File: config.mk
export PLATFORM = sky130hd
export DESIGN_NAME = fifo_read_ctrl
export DESIGN_NICKNAME = d
export VERILOG_FILES = /design/src/rtl/fifo_read_ctrl.sv
export SDC_FILE = /design/constraint.sdc
export NUM_CORES = 1
export LEC_CHECK = 0
export ABC_CLOCK_PERIOD_IN_PS = 4100
export CORE_MARGIN = 5
export CORE_UTILIZATION = 45
export DETAILED_ROUTE_END_ITERATION = 16
export GPL_ROUTABILITY_DRIVEN = 0
export GPL_TIMING_DRIVEN = 0
export MAX_ROUTING_LAYER = met4
export PLACE_DENSITY = 0.71
export SETUP_SLACK_MARGIN = 0.02
export SLEW_MARGIN = 20
export SYNTH_ARGS = -nofsm -noshare
export SYNTH_HDL_FRONTEND = slang
export SYNTH_SLANG_ARGS = --single-unit
File: constraint.sdc
create_clock -name clk_r -period 4.1 [get_ports clk_r]
set_input_delay 0.82 -clock clk_r [delete_from_list [all_inputs] [get_ports clk_r]]
set_output_delay 0.82 -clock clk_r [all_outputs]
set_load 0.03 [all_outputs]
File: src/rtl/fifo_read_ctrl.sv
// Read-side controller of a dual-clock FIFO: write-pointer synchroniser, empty/fill tracking,
// RAM read issue and a two-entry first-word-fall-through output buffer.
module fifo_read_ctrl #(
  parameter int unsigned DATA_WIDTH = 8,
  parameter int unsigned ADDR_WIDTH = 4
) (
  input  logic                  clk_r,
  input  logic                  reset,
  input  logic [ADDR_WIDTH:0]   wr_ptr_gray,
  output logic [ADDR_WIDTH:0]   rd_ptr_gray,
  output logic                  en_r,
  output logic [ADDR_WIDTH-1:0] read_addr,
  input  logic [DATA_WIDTH-1:0] ram_out,
  output logic [DATA_WIDTH-1:0] pop_data,
  output logic                  pop_valid,
  input  logic                  pop_ready,
  output logic                  empty,
  output logic [ADDR_WIDTH:0]   fill_level
);

  localparam int unsigned PtrW = ADDR_WIDTH + 1;

  function automatic logic [PtrW-1:0] gray2bin(input logic [PtrW-1:0] g);
    logic [PtrW-1:0] b;
    b[PtrW-1] = g[PtrW-1];
    for (int i = int'(PtrW) - 2; i >= 0; i--) begin
      b[i] = b[i+1] ^ g[i];
    end
    return b;
  endfunction

  function automatic logic [PtrW-1:0] bin2gray(input logic [PtrW-1:0] b);
    return b ^ (b >> 1);
  endfunction

  logic [PtrW-1:0]       sync1_q, sync2_q;
  logic [PtrW-1:0]       wr_ptr_sync_bin;
  logic [PtrW-1:0]       rd_ptr_bin_q, rd_ptr_bin_d;
  logic [PtrW-1:0]       rd_ptr_gray_q, rd_ptr_gray_d;
  logic                  pending_q;
  logic [1:0]            occ_q, occ_d;
  logic [DATA_WIDTH-1:0] head_q, head_d;
  logic [DATA_WIDTH-1:0] skid_q, skid_d;
  logic                  pop;
  logic [2:0]            committed;

  assign wr_ptr_sync_bin = gray2bin(sync2_q);
  assign empty           = (rd_ptr_bin_q == wr_ptr_sync_bin);
  assign pop_valid       = (occ_q != 2'd0);
  assign pop_data        = head_q;
  assign pop             = pop_valid && pop_ready;
  assign read_addr       = rd_ptr_bin_q[ADDR_WIDTH-1:0];
  assign rd_ptr_gray     = rd_ptr_gray_q;

  // Words already owned by the buffer once this cycle's pop retires; issue only if one slot is free.
  assign committed = {1'b0, occ_q} + {2'b00, pending_q} - {2'b00, pop};
  assign en_r      = !empty && (committed < 3'd2);

  assign fill_level = (wr_ptr_sync_bin - rd_ptr_bin_q)
                    + {{(PtrW-1){1'b0}}, pending_q}
                    + {{(PtrW-2){1'b0}}, occ_q};

  always_comb begin
    rd_ptr_bin_d  = rd_ptr_bin_q;
    rd_ptr_gray_d = rd_ptr_gray_q;
    if (en_r) begin
      rd_ptr_bin_d  = rd_ptr_bin_q + 1'b1;
      rd_ptr_gray_d = bin2gray(rd_ptr_bin_q + 1'b1);
    end
  end

  // Pop first, then land the returning RAM word in the first free slot.
  always_comb begin
    head_d = head_q;
    skid_d = skid_q;
    occ_d  = occ_q;
    if (pop) begin
      head_d = skid_q;
      occ_d  = occ_q - 2'd1;
    end
    if (pending_q) begin
      if (occ_d == 2'd0) begin
        head_d = ram_out;
      end else begin
        skid_d = ram_out;
      end
      occ_d = occ_d + 2'd1;
    end
  end

  always_ff @(posedge clk_r or negedge reset) begin
    if (!reset) begin
      sync1_q       <= '0;
      sync2_q       <= '0;
      rd_ptr_bin_q  <= '0;
      rd_ptr_gray_q <= '0;
      pending_q     <= 1'b0;
      occ_q         <= 2'd0;
      head_q        <= '0;
      skid_q        <= '0;
    end else begin
      sync1_q       <= wr_ptr_gray;
      sync2_q       <= sync1_q;
      rd_ptr_bin_q  <= rd_ptr_bin_d;
      rd_ptr_gray_q <= rd_ptr_gray_d;
      pending_q     <= en_r;
      occ_q         <= occ_d;
      head_q        <= head_d;
      skid_q        <= skid_d;
    end
  end

endmodule

==> flow_summary.ini <==
[synthesis]
yosysWarnings = 0
netlist_area_um2 = 2130
synth_fp_nets = 218
synth-seq-cells = 38
synthCells = 186
synth.avg_cell_area_um2 = 11.5
yosysSeqAreaShare_pct = 44.6
ys_types = 37

[sta]
final_hold_viol_count = 0
timing.final.crit_share_pct = 95.5
fmax_ghz = 0.255
rsz0062_at_grt = false
tightest_slew_ns = 0.744
finClkSkew_ns = 0.00874
finalMaxSlewViolations = 0
setup-violations-final = 0
whs_ns = 0.349
fin_crit_ns = 3.92
relSlewSlack_pct = 50.2

[placed_design]
port_buffers = 40
dp_hpwl_mm = 2.96
place_inst = 281

[cts]
cts_tree = yes
htree_levels = 2
cts_hold_buf = 0
clockBufferDepth = 2
ctsRootBufferMaster = clkbuf_8
clock_latency_ns = 0.29
cts.sinks = 38
path_clk_slew_ns = 0.08
cts_buffers = 5

[worst_setup_path]
critPathArrivalTime_ns = 3.10
cpMostUsedCell = xnor2_1
regToRegStartpoint = occ_q[1]
slowest_delay_ns = 0.48
r2r_end = rd_ptr_gray[2]
critPathMaxFanout = 6
start_kind = flip-flop
r2r_cells = 15
cp_cell_sequence = xor2_2, xnor2_2, xnor2_1, fa_1, ha_1, a21o_1, a21oi_1, xnor2_1, dlygate4sd2_1
cp.depth = 9
crit_family = XOR/XNOR gates
crit_required_ns = 3.28
cp-end-kind = output port
cpMaxStageDelayCell = fa_1
crit_type = flip-flop to output port
r2r_setup_slack_ns = 1.16
timing.critical_path.buf_inv = 1

[floorplan]
fp-row-count = 25
die_w_um = 78.9
die_h_um = 78.9
core-area_um2 = 4660
io_pins = 41
fp.dieArea_um2 = 6220
initial_core_util_pct = 45.8

[run_status]
status = complete, no violations

[global_routing]
antenna_found_initial = 0
grt_max_degree = 34
grt_first_pass_wirelength_mm = 6.84
grt_pass1_vias = 1430
overflow = 0
grt_usage_pct = 14.6

[route]
wl_per_cell_um = 13.8
ant_nets = 0
drc = 0
routed_wl_mm = 4.02
drt-pass1-iter-count = 4
drt_iter0_markers = 65
routed_via_density = 5.09
vias = 1485

[cells_and_area]
finalNonFillerCells = 292
drive_gt1_share_pct = 16.4
area_delta_synth_final_pct = 28.9
layout.nets = 269
num_antenna_cells = 0
fillers = 390

[min_path]
hold_path_class = primary input to asynchronous set/reset pin

[flow_run]
drv_cap = 0
[per-layer routing]
metal	vias to the layer above	wire length (um)	track usage, %
met5	-	0	-
met4	0	46	5.15
met3	5	193	3.17
met2	35	1900	22.1
met1	717	1880	19.5
li1	728	-	-
[metrics by stage]
stage	area [um2]	setup TNS, ns	setup slack, ns	util (%)
3_5_place_dp	2620	-1.02	-0.965	56.1
4_1_cts	2730	-0.0145	-0.0145	58.6
2_1_floorplan	2130	0	0.356	-
6_report	2750	0	0.183	59.0
3_3_place_gp	2600	-0.987	-0.971	55.8
5_1_grt	2750	0	0.00982	59.0
[synth_stat cells]
| cell type | n | area share, % |
|---|---|---|
| a2111o_1 | 1 | 0.53 |
| o21ai_0 | 10 | 2.3 |
| and4b_1 | 1 | 0.47 |
| inv_1 | 18 | 3.2 |
| clkbuf_8 | 1 | 0.65 |
| o32ai_1 | 1 | 0.41 |
| xnor2_2 | 1 | 0.76 |
| a211oi_1 | 3 | 1.1 |
| o31ai_1 | 1 | 0.35 |
| nor3b_1 | 1 | 0.35 |
| a21oi_1 | 5 | 1.2 |
| nor4b_1 | 1 | 0.41 |
| clkbuf_1 | 5 | 0.88 |
| xor2_1 | 6 | 2.5 |
| fa_1 | 4 | 3.8 |
| and2_2 | 1 | 0.35 |
| a22oi_1 | 1 | 0.35 |
| nand2b_1 | 1 | 0.29 |
| a21o_1 | 3 | 1.1 |
| ha_1 | 12 | 7.0 |
| mux2_2 | 8 | 4.2 |
| or2_2 | 1 | 0.29 |
| nand3_1 | 4 | 0.94 |
| a21oi_4 | 1 | 0.76 |
| nand2_2 | 1 | 0.29 |
| nand2_1 | 16 | 2.8 |
| dfrtp_1 | 38 | 45 |
| a2bb2oi_1 | 1 | 0.41 |
| mux2i_1 | 10 | 4.7 |
| mux2i_4 | 1 | 1.1 |
| and2_1 | 1 | 0.29 |
| xnor2_1 | 16 | 6.6 |
| mux2_4 | 4 | 2.8 |
| o22ai_1 | 1 | 0.29 |
| nor2_1 | 4 | 0.70 |
| xnor3_2 | 1 | 1.1 |
| and3_1 | 1 | 0.29 |
[worst max path at each step]
stage	startpoint	to
after detailed placement	pop_ready	en_r
after global routing	sync2_q[4]	fill_level[4]
after global placement	pop_ready	en_r
final	sync2_q[4]	fill_level[3]
after CTS	pop_ready	en_r
after floorplan	pop_ready	en_r
[cells by family after synthesis]
logic type,Yosys count,share of synthesized area (%)
and+or+nand+nor,33,7.51
muxes,23,12.8
buffers and inverters,24,4.69
DFF,38,44.6
xor gates and xnor gates,24,10.9
AOI/OAI and AO/OA,28,8.74
adders and majority gates,16,10.8
[area by class of cell]
cell class                      instances  area (um2)  share of cell area (%)
Inverter                               18        67.6                    2.46
Timing Repair Buffer                   45         435                    15.8
Clock buffer                            6        82.6                    3.00
Tap cell                               54        67.6                    2.46
Sequential cell                        38         951                    34.6
Clock inverter                          2        12.5                   0.455
Buffer                                  5        28.8                    1.05
Multi-Input combinational cell        124        1100                    40.2
[cell usage in the layout, fill, tap and decap left out, types with 7 or more instances in the layout]
cell type,n
xnor2_1,15
o21ai_0,10
inv_1,18
mux2_2,8
dfrtp_1,38
nand2_1,15
ha_1,12
clkdlybuf4s50_1,34
mux2i_1,10
clkbuf_8,7
[registers in the layout, summed over array words and instances, names as in the netlist]
register / cells
sync1_q: 5
rd_ptr_gray: 4
occ_q: 2
sync2_q: 5
skid_q: 8
pending_q: 1
rd_ptr_bin_q: 5
pop_data: 8
[timing repair]
action                                  CTS  global route
pin swaps                                 1             3
endpoints found under the setup margin    5             4
setup buffers                             1             3
resized for setup                        12             5
Power is left out: the tool's default activity adds up to more than one toggle a clock period on the data nets, which glitch-free logic cannot reach.
